$ cat src/rtl/btn_conditioner.sv
// Button front end for the LED position game: two-flop sync, debounce and
// rise/auto-repeat pulse per button. Optional auto-repeat: BTN_AUTOREPEAT_EN.

module btn_conditioner_chan #(
  parameter int DEBOUNCE_CYCLES = 4,
  parameter int REPEAT_CYCLES   = 8
) (
  input  logic clk,
  input  logic rst_n,
  input  logic i_raw,
  output logic o_stable,
  output logic o_pulse
);
  localparam int            CW   = $clog2(DEBOUNCE_CYCLES + 1);
  localparam logic [CW-1:0] CMAX = CW'(DEBOUNCE_CYCLES - 1);

  logic [1:0]    r_sync;
  logic [CW-1:0] r_cnt;
  logic          r_stable;
  logic          r_stable_d;
  logic          w_rise;

  always_ff @(posedge clk or negedge rst_n) begin
    if (!rst_n) begin
      r_sync     <= '0;
      r_cnt      <= '0;
      r_stable   <= 1'b0;
      r_stable_d <= 1'b0;
    end else begin
      r_sync     <= {r_sync[0], i_raw};
      r_stable_d <= r_stable;
      // Any sample matching the accepted level restarts the count.
      if (r_sync[1] == r_stable) begin
        r_cnt <= '0;
      end else if (r_cnt == CMAX) begin
        r_stable <= r_sync[1];
        r_cnt    <= '0;
      end else begin
        r_cnt <= r_cnt + CW'(1);
      end
    end
  end

  assign w_rise   = r_stable & ~r_stable_d;
  assign o_stable = r_stable;

`ifdef BTN_AUTOREPEAT_EN
  localparam int            RW   = $clog2(REPEAT_CYCLES);
  localparam logic [RW-1:0] RMAX = RW'(REPEAT_CYCLES - 1);

  logic [RW-1:0] r_rcnt;
  logic          w_rep;

  // Gated by r_stable so a debounced release kills the next repeat at once.
  assign w_rep = r_stable & ~w_rise & (r_rcnt == RMAX);

  always_ff @(posedge clk or negedge rst_n) begin
    if (!rst_n) begin
      r_rcnt <= '0;
    end else if (!r_stable || w_rise || w_rep) begin
      r_rcnt <= '0;
    end else begin
      r_rcnt <= r_rcnt + RW'(1);
    end
  end

  assign o_pulse = w_rise | w_rep;
`else
  logic w_unused_rep_cfg;
  assign w_unused_rep_cfg = (REPEAT_CYCLES < 2);
  assign o_pulse = w_rise;
`endif
endmodule

module btn_conditioner #(
  parameter int DEBOUNCE_CYCLES = 4,
  parameter int REPEAT_CYCLES   = 8
) (
  input  logic clk,
  input  logic rst_n,
  input  logic btnU,
  input  logic btnL,
  input  logic btnR,
  output logic dUpp,
  output logic dLef,
  output logic dRig
);
  localparam int NUM_LANES = 3;
  localparam int LN_U = 0;
  localparam int LN_L = 1;
  localparam int LN_R = 2;

  logic [NUM_LANES-1:0] w_raw;
  logic [NUM_LANES-1:0] w_stable;
  logic [NUM_LANES-1:0] w_pulse;
  logic                 w_unused_pulse_u;
  logic                 r_upp;
  logic                 r_lef;
  logic                 r_rig;

  assign w_raw = {btnR, btnL, btnU};

  btn_conditioner_chan #(
    .DEBOUNCE_CYCLES(DEBOUNCE_CYCLES),
    .REPEAT_CYCLES  (REPEAT_CYCLES)
  ) u_chan [NUM_LANES-1:0] (
    .clk     (clk),
    .rst_n   (rst_n),
    .i_raw   (w_raw),
    .o_stable(w_stable),
    .o_pulse (w_pulse)
  );

  // Up is consumed as a level only.
  assign w_unused_pulse_u = w_pulse[LN_U];

  always_ff @(posedge clk or negedge rst_n) begin
    if (!rst_n) begin
      r_upp <= 1'b0;
      r_lef <= 1'b0;
      r_rig <= 1'b0;
    end else begin
      r_upp <= w_stable[LN_U];
      r_lef <= w_pulse[LN_L] & ~w_pulse[LN_R] & ~w_stable[LN_U];
      r_rig <= w_pulse[LN_R] & ~w_pulse[LN_L] & ~w_stable[LN_U];
    end
  end

  assign dUpp = r_upp;
  assign dLef = r_lef;
  assign dRig = r_rig;
endmodule

$ cat config.mk
export PLATFORM = sky130hd
export DESIGN_NAME = btn_conditioner
export DESIGN_NICKNAME = d
export VERILOG_FILES = /design/src/rtl/btn_conditioner.sv
export SDC_FILE = /design/constraint.sdc
export NUM_CORES = 1
export LEC_CHECK = 0
export BUFFER_PORTS_ARGS = -buffer_cell sky130_fd_sc_hd__buf_2
export CAP_MARGIN = 10
export CORE_MARGIN = 1
export CORE_UTILIZATION = 55
export DETAILED_ROUTE_END_ITERATION = 8
export HOLD_SLACK_MARGIN = 0.03
export PLACE_DENSITY = 0.72
export SLEW_MARGIN = 20
export SYNTH_ARGS = -nofsm -noshare
export SYNTH_HDL_FRONTEND = slang
export SYNTH_SLANG_ARGS = --single-unit
$ cat constraint.sdc
create_clock -name clk -period 2.2 [get_ports clk]
set_clock_uncertainty 0.15 [all_clocks]
set_input_delay 0.11 -clock clk [delete_from_list [all_inputs] [get_ports clk]]
set_output_delay 0.11 -clock clk [all_outputs]
set_load 0.05 [all_outputs]
==> metrics.cfg <==
[run_status]
status = completed

[route]
via_per_inst = 5.08
vias = 396
post-route-drc-count = 0
ant_nets = 0
finalWirelength_mm = 1.05
dr.pass1.iters = 2
drtIter0Drc = 3
wl_per_cell_um = 13.5

[power_and_ir_drop]
vdd_drop_max_mv = 0.645
p_leak_nw = 0.430
powerDensity_mw_per_mm2 = 1240
fin_total_pwr_mw = 1.12

[yosys]
yosys.area.top_type_share = 0.730
yosysSeqAreaShare = 0.730
synth_fa_ha_area_frac = 0.0476
synth_area_leader_cell = dfrtp_1
synth.distinct_cells = 9
yosys_warnings = 0
synthTopCellsByArea = dfrtp_1 73%, nor3b_1 5.7%, ha_1 4.8%
yosys.area_share.simple = 0.146
synth_compound_area_frac = 0
synthesis.area_sq_um = 788
synth_mux_area_frac = 0.0429
syn_area_per_cell_sq_um = 16.4
synth_xor_area_frac = 0.0333
synth_top_family_by_area = simple AND/OR/NAND/NOR gates
netlist_instances = 48
synth_nets = 56
ys_seq_elements = 23

[worst_setup_path]
worstPathCellList = ha_1, nor2b_1, mux2_2
ff2ff_setup_slack_ns = 0.84
crit_required_ns = 2.25
crit_path_start_kind = flop
reg2reg_depth = 3
crit_path_max_fanout = 2
endpoint = u_chan[1].o_stable$_DFFE_PN0P_
crit_arrival_ns = 1.41
crit_path_max_incr_delay_ns = 0.37
r2r-start = u_chan[1].r_cnt[0]$_DFF_PN0_
reg2reg_to = u_chan[1].o_stable$_DFFE_PN0P_
critPathLaunch = u_chan[1].r_cnt[0]$_DFF_PN0_
end_kind = flop
critPathSlowestCell = dfrtp_1
path_class = flop to flop

[clock_network]
clock_path_buffers = 2
cts_root_buffer = clkbuf_4
cts.reportedPaths.clkPinSlew_ns = 0.11
cts_buffers = 3
cts_tree = built
clkLatencyLatePin_ns = 0.30
cts_resized = 0
clock-sinks = 23
htree_levels = 1

[sta]
slew_headroom = 0.679
setup_violations = 0
final-max-slew-violation-count = 0
holdWs_ns = 0.131
finalSetupTns_ns = 0
rsz0062_at_grt = no
period_needed_ns = 1.36
hold_violations = 0
max_freq_mhz = 735
worst_pin_slew_ns = 0.482
period_share = 0.619

[floorplanning]
initial_core_util = 0.598
coreArea_sq_mm = 0.00132
rows = 13
chipHeight_um = 39.9
die_width_um = 39.9
die_area_sq_mm = 0.00159
num_io_pins = 8

[cells_and_area]
final_util = 0.689
area_growth_pct = 15.2
seq_area_sq_um = 576
multi_input_area_sq_um = 213
drive_above_1_share = 0.254
fin_cells = 78
final_nets = 72
antenna_cells = 0
fillCellCount = 84

[worst_hold_path]
hold_class = input pin to async pin

[global_route]
overflow = 0
grt_pass1_vias = 405
grt_max_degree = 24
antenna_found_initial = 0
grt_usage = 0.172
grt_pass1_wl_mm = 1.63

[job]
drv_cap = 0

[placement]
port-buffer-count = 7
dp_cells = 70
place.gp.congestion = 0.559

[cell type report]
type / instances / share of cell area
tap: 15 / 0.0207
clock buffer: 4 / 0.0289
sequential: 23 / 0.634
multi-input combinational: 25 / 0.234
timing repair buffer: 11 / 0.0826
[synthesized netlist by cell type, drive strengths merged]
cell type	n
dfrtp	23
ha	3
mux2	3
nor2b	6
nor3	3
nor3b	7
xnor2	3
[critical path: cells and delay by family (launching register included)]
kind	cells	cell delay, ns
flip-flops	1	0.37
AND/OR/NAND/NOR	1	0.21
adder cells (fa/ha/maj)	1	0.17
multiplexers	1	0.36
[worst min path at each step]
| stage | cells past startpoint | startpoint | slack [ns] | end |
|---|---|---|---|---|
| floorplan | 0 | rst_n | -0.34 | dLef$_DFF_PN0_ |
| global placement | 1 | rst_n | -0.08 | u_chan[2].r_cnt[0]$_DFF_PN0_ |
| detailed placement | 1 | rst_n | -0.05 | u_chan[2].r_cnt[0]$_DFF_PN0_ |
| CTS | 2 | rst_n | 0.14 | u_chan[2].o_stable$_DFFE_PN0P_ |
| global route | 2 | rst_n | 0.18 | u_chan[2].r_cnt[0]$_DFF_PN0_ |
| finish | 2 | rst_n | 0.13 | u_chan[2].o_stable$_DFFE_PN0P_ |
[cells in the final DEF (no fill, tap or decap)]
cell type,instances
ha_1,3
xnor2_1,3
nor3_1,3
dlygate4sd3_1,4
buf_2,7
nor2b_1,4
nor3b_2,1
clkbuf_1,1
nor2b_2,2
nor3b_1,6
clkbuf_4,3
dfrtp_1,23
mux2_2,3
[timing repair]
action                    CTS  global route
hold endpoints to repair   26             0
hold buffers                4             0
buffers inserted            0             0
[power breakdown]
| part | internal [mW] | switching (mW) | leakage [nW] |
|---|---|---|---|
| logic | 0.140 | 0.187 | 0.127 |
| registers | 0.540 | 0.0696 | 0.288 |
| clock network | 0.0708 | 0.116 | 0.0150 |
| total | 0.750 | 0.372 | 0.430 |
[layer usage]
layer	vias up	GRT usage	share of wire
li1	189	-	-
met1	192	0.174	0.44
met2	11	0.291	0.48
met3	4	0.0511	0.042
met4	0	0.129	0.034
met5	-	0	0
[registers in the layout, summed over array words and instances (netlist names)]
signal / count
dLef: 1
dRig: 1
dUpp: 1
u_chan.o_stable: 3
u_chan.r_cnt: 9
u_chan.r_stable_d: 2
u_chan.r_sync: 6
[cell families after synthesis]
logic type	Yosys count
DFF	23
and+or+nand+nor	16
xor gates and xnor gates	3
muxes	3
adders and majority gates	3
[per-stage QoR]
stage | worst slack (ns) | area [sq um]
2_1_floorplan | 0.934 | 788
3_3_place_gp | 0.926 | 842
3_5_place_dp | 0.864 | 842
4_1_cts | 0.837 | 908
5_1_grt | 0.751 | 908
6_report | 0.839 | 908
No activity file was read; power rests on OpenSTA's default activity.
